## src/rtl/wb_pkg.sv

```systemverilog
// Shared definitions for the register-file writeback path: default widths,
// source identifiers and the writeback result payload.
package wb_pkg;

  localparam int WB_DATA_WIDTH = 32;
  localparam int WB_ADDR_WIDTH = 5;
  localparam int WB_NUM_REGS   = 1 << WB_ADDR_WIDTH;
  localparam int STAT_WIDTH    = 32;

  typedef enum logic {
    SRC_ALU = 1'b0,
    SRC_MEM = 1'b1
  } src_t;

  // Field is named rd because "reg" is a reserved word.
  typedef struct packed {
    logic [WB_ADDR_WIDTH-1:0] rd;
    logic [WB_DATA_WIDTH-1:0] data;
  } wb_result_t;

endpackage

```

## src/rtl/wb_rr_arbiter2.sv

```systemverilog
// Two-requester round-robin arbiter; last_grant moves on every transfer, and
// both grants are held low while reset is asserted.
module wb_rr_arbiter2
  import wb_pkg::*;
(
  input  logic clk,
  input  logic reset,
  input  logic req_alu,
  input  logic req_mem,
  output logic grant_alu,
  output logic grant_mem
);

  src_t last_grant;
  src_t last_grant_next;

  // NOTE: every always_comb output gets a default first so no path can infer a latch.
  always_comb begin
    grant_alu       = 1'b0;
    grant_mem       = 1'b0;
    last_grant_next = last_grant;
    if (!reset) begin
      if (req_alu && req_mem) begin
        grant_alu = (last_grant == SRC_MEM);
        grant_mem = (last_grant == SRC_ALU);
      end else begin
        grant_alu = req_alu;
        grant_mem = req_mem;
      end
    end
    // A grant is only ever given to a valid requester, so a grant is a transfer.
    if (grant_alu) begin
      last_grant_next = SRC_ALU;
    end else if (grant_mem) begin
      last_grant_next = SRC_MEM;
    end
  end

  // NOTE: sequential state uses non-blocking assignments so all flops update together.
  always_ff @(posedge clk or posedge reset) begin
    if (reset) begin
      last_grant <= SRC_MEM;
    end else begin
      last_grant <= last_grant_next;
    end
  end

endmodule

```

## src/rtl/regfile_writeback_arbiter.sv

```systemverilog
// Writeback arbiter: merges ALU and load results into the register-file write
// port, which also serves as the forwarding source, and keeps a busy scoreboard.
// Defining WB_STATS_EN adds saturating transfer and conflict counters.
module regfile_writeback_arbiter
  import wb_pkg::*;
#(
  parameter int DATA_WIDTH = WB_DATA_WIDTH,
  parameter int ADDR_WIDTH = WB_ADDR_WIDTH,
  localparam int NUM_REGS  = 1 << ADDR_WIDTH
) (
  input  logic                  clk,
  input  logic                  reset,
  input  logic                  issue_valid,
  input  logic [ADDR_WIDTH-1:0] issue_reg,
  input  logic                  alu_valid,
  output logic                  alu_ready,
  input  logic [ADDR_WIDTH-1:0] alu_reg,
  input  logic [DATA_WIDTH-1:0] alu_data,
  input  logic                  mem_valid,
  output logic                  mem_ready,
  input  logic [ADDR_WIDTH-1:0] mem_reg,
  input  logic [DATA_WIDTH-1:0] mem_data,
  output logic                  rf_write_en,
  output logic [ADDR_WIDTH-1:0] rf_write_reg,
  output logic [DATA_WIDTH-1:0] rf_write_data,
  output logic [NUM_REGS-1:0]   busy
`ifdef WB_STATS_EN
  ,
  output logic [STAT_WIDTH-1:0] alu_wr_count,
  output logic [STAT_WIDTH-1:0] mem_wr_count,
  output logic [STAT_WIDTH-1:0] conflict_count
`endif
);

  typedef struct packed {
    logic [ADDR_WIDTH-1:0] rd;
    logic [DATA_WIDTH-1:0] data;
  } result_t;

  logic          grant_alu;
  logic          grant_mem;
  logic          transfer;
  result_t       winner;
  logic [NUM_REGS-1:0] busy_next;

  wb_rr_arbiter2 u_arbiter (
    .clk       (clk),
    .reset     (reset),
    .req_alu   (alu_valid),
    .req_mem   (mem_valid),
    .grant_alu (grant_alu),
    .grant_mem (grant_mem)
  );

  assign alu_ready = grant_alu;
  assign mem_ready = grant_mem;
  assign transfer  = grant_alu || grant_mem;

  always_comb begin
    winner = '{rd: alu_reg, data: alu_data};
    if (grant_mem) begin
      winner = '{rd: mem_reg, data: mem_data};
    end
  end

  // R0 results are accepted but never reach the register file.
  always_ff @(posedge clk or posedge reset) begin
    if (reset) begin
      rf_write_en   <= 1'b0;
      rf_write_reg  <= '0;
      rf_write_data <= '0;
    end else if (transfer) begin
      rf_write_en   <= (winner.rd != '0);
      rf_write_reg  <= winner.rd;
      rf_write_data <= winner.data;
    end else begin
      rf_write_en   <= 1'b0;
    end
  end

  // Clear is applied before set so a same-edge issue to the committing register wins.
  always_comb begin
    busy_next = busy;
    if (rf_write_en) begin
      busy_next[rf_write_reg] = 1'b0;
    end
    if (issue_valid && (issue_reg != '0)) begin
      busy_next[issue_reg] = 1'b1;
    end
    busy_next[0] = 1'b0;
  end

  // NOTE: the scoreboard is a handful of flops, not a RAM, so it is safe to reset in full.
  always_ff @(posedge clk or posedge reset) begin
    if (reset) begin
      busy <= '0;
    end else begin
      busy <= busy_next;
    end
  end

`ifdef WB_STATS_EN
  always_ff @(posedge clk or posedge reset) begin
    if (reset) begin
      alu_wr_count   <= '0;
      mem_wr_count   <= '0;
      conflict_count <= '0;
    end else begin
      if (grant_alu && (alu_wr_count != '1)) begin
        alu_wr_count <= alu_wr_count + 1'b1;
      end
      if (grant_mem && (mem_wr_count != '1)) begin
        mem_wr_count <= mem_wr_count + 1'b1;
      end
      if (alu_valid && mem_valid && (conflict_count != '1)) begin
        conflict_count <= conflict_count + 1'b1;
      end
    end
  end
`endif

endmodule

```

## config.mk

```make
export PLATFORM = sky130hd
export DESIGN_NAME = regfile_writeback_arbiter
export DESIGN_NICKNAME = d
export VERILOG_FILES = /design/src/rtl/wb_pkg.sv /design/src/rtl/wb_rr_arbiter2.sv /design/src/rtl/regfile_writeback_arbiter.sv
export SDC_FILE = /design/constraint.sdc
export NUM_CORES = 1
export LEC_CHECK = 0
export BUFFER_PORTS_ARGS = -buffer_cell sky130_fd_sc_hd__buf_2
export CAP_MARGIN = 20
export CORE_MARGIN = 2
export CORE_UTILIZATION = 40
export CTS_BUF_LIST = sky130_fd_sc_hd__clkbuf_4
export CTS_CLUSTER_DIAMETER = 100
export DETAILED_ROUTE_END_ITERATION = 10
export PLACE_DENSITY_LB_ADDON = 0.3
export SYNTH_ARGS = -nofsm -noshare
export SYNTH_HDL_FRONTEND = slang
export SYNTH_SLANG_ARGS = --single-unit
```

## constraint.sdc

```tcl
create_clock -name clk -period 2.15 [get_ports clk]
set_input_delay 0 -clock clk [delete_from_list [all_inputs] [get_ports clk]]
set_output_delay 0 -clock clk [all_outputs]
set_load 0.05 [all_outputs]
```

==> run metrics <==
number of port buffers 154; crit path launch u_arbiter.last_grant; Psw 2.63 mW; initial antenna violation count 0; GRT Overall Usage 25.5%; Final Non-Filler Cells 689; design area 0.00504 mm2; Crit path arrival time 2.35 ns; gpl congestion 0.879; final wirelength 11.1 mm; synth warn 0; # IOs 156; ant diodes 0; RSZ-0062 raised after global routing no; DRT Pass-1 Iters 4; Die X 93.8 um; R2R Path Start u_arbiter.last_grant; syn_area_per_cell 9.22 um2; fmax 488 MHz; power per standard cell area 1050 mW/mm2; Antenna Nets Post-Route 0; Core ar. 0.00777 mm2; first-pass GRT wire length 17.7 mm; CP Max Fanout 28; status complete, no violations; final core occ 64.9%; Setup Buffers After CTS 0; number of CTS-inserted buffers 9; vias per std cell 5.49; initial cell density of the core 41.5%; # H-tree levels 3; Tcrit/Tclk final 95.2%; area grow syn2layout 56.1%; flip-flop count of the largest register after layout 32; drt first-iter violations 186; Synth area leader dfrtp_1; syn_nets 434; Seq/Total Area, Yosys 54.3%; Synth Register Bits 70; most common cell after layout, fill and taps aside buf_2; required time of the critical path 2.45 ns; P_int 2.67 mW; setup TNS 0 ns; worst slack, placed 0.582 ns; Max-cap violations 0; Critical Path End Type register; CTS tree yes; fillers 654; clock power share 13.7%; share of power burned in registers 36.1%; Post-DP Area 0.00409 mm2; grt total ovfl 0; Final Hold Fails 0; area share of the largest cell type after synthesis 53.5%; Final Power 5.30 mW; Die Y 93.8 um; Worst-Skew Late Latency 0.42 ns; Root Driver clkbuf_4; drt wl/cell 16.1 um; most frequent cells in the layout buf_2 (154), o21ai_0 (87), dlygate4sd3_1 (83); Rows 32; end of the worst register-to-register path rf_write_data[3]; Hold WS 0.0538 ns; DR vias 3786; setup ws final 0.103 ns; Period minus WS final 2.05 ns; WS Path Type register to register; Final #Nets 666; vias in the first global route 3747; hpwl dp 6.96 mm; crit path to rf_write_data[3]; clk buf depth 2; Comb power frac 50.2%; final setup violation count 0; top cells by area, synth dfrtp_1 (54%), o21ai_0 (13%), a31oi_1 (7.0%); worst-case vdd ir drop 446 uV; clock tree sinks 70; class of the worst hold path input port to register; Synth Instances 350; die area 0.00880 mm2; worst reg-to-reg setup slack 0.10 ns; Pleak 2.14 nW; clk slew on worst S/H paths 0.12 ns; Distinct cells, synth 31; cell area after synthesis 0.00323 mm2; placed insts 590; sw frac 49.6%; share of layout cells above drive strength 1 32.7%; max-slew violations 0; DRC errors left 0; skew final 0.0160 ns; r2r worst-path depth 5; largest net degree at the start of global routing 61; startpoint types register
## routing by layer
metal	track usage, %	vias up	part of all wire [%]
met5	0	-	0
met4	8.09	0	1.8
met3	6.74	18	7.9
met2	44.1	181	50
met1	31.1	1832	40
li1	-	1755	-
## area by class of cell
type	instances	area (um2)	share of cell area (%)
flip-flops and latches	70	1750	34.8
repair buffers	246	1690	33.4
multi-input cells	253	1360	26.9
well taps	102	128	2.53
clock buffers	11	82.6	1.64
clock inverters	5	26.3	0.521
inverters	2	7.51	0.149
## critical path, cell delays in order, from the launching register on
cell	delay [ns]
dfstp_2	0.57
nand2_1	0.26
buf_6	0.29
nand3_1	0.13
a31oi_1	0.09
dlygate4sd3_1	0.59
## logic make-up after synthesis
family	synth area share (%)
compound gates	23.8
buf+inv	3.84
flops	54.3
other cells	0.116
simple gates	17.9
## power groups by stage
stage | clock network, mW | logic (mW) | registers, mW
floorplan | 0 | 0.484 | 3.22
global placement | 0 | 2.40 | 1.92
detailed placement | 0 | 2.43 | 1.94
CTS | 0.741 | 2.65 | 1.91
global route | 0.793 | 2.82 | 1.96
finish | 0.726 | 2.66 | 1.92
## Yosys cell counts
cell,instances
nand2b_1,3
conb_1,1
nor2b_1,2
dfrtp_1,69
inv_1,2
buf_4,1
o41ai_1,1
o21bai_1,1
or3_1,1
nor3_1,1
clkbuf_2,1
and2_1,2
nor2_1,38
or4b_4,1
a21oi_1,1
o32ai_1,1
a31oi_1,36
nand2_1,4
or3_2,1
a32oi_1,1
o21ai_0,87
nand3b_1,10
dfstp_2,1
buf_2,14
clkbuf_1,7
o21ai_1,12
o21ba_2,1
or3b_2,6
nand3_1,40
or4_1,2
buf_1,2
## repair_timing
action,CTS,global route
endpoints found under the hold margin,122,0
gates resized for setup,0,3
hold buffers,83,0
setup endpoints to repair,0,27
## worst min-delay path by stage
stage	depth (start not counted)	to	from	slack, ns
floorplan	1	rf_write_en	reset	0.09
global placement	2	rf_write_data[17]	reset	0.001
detailed placement	2	rf_write_data[0]	reset	0.006
CTS	4	busy[20]	issue_valid	0.04
global route	4	busy[24]	issue_valid	0.04
finish	4	rf_write_en	mem_reg[3]	0.05
No activity file was read; power rests on OpenSTA's default activity.
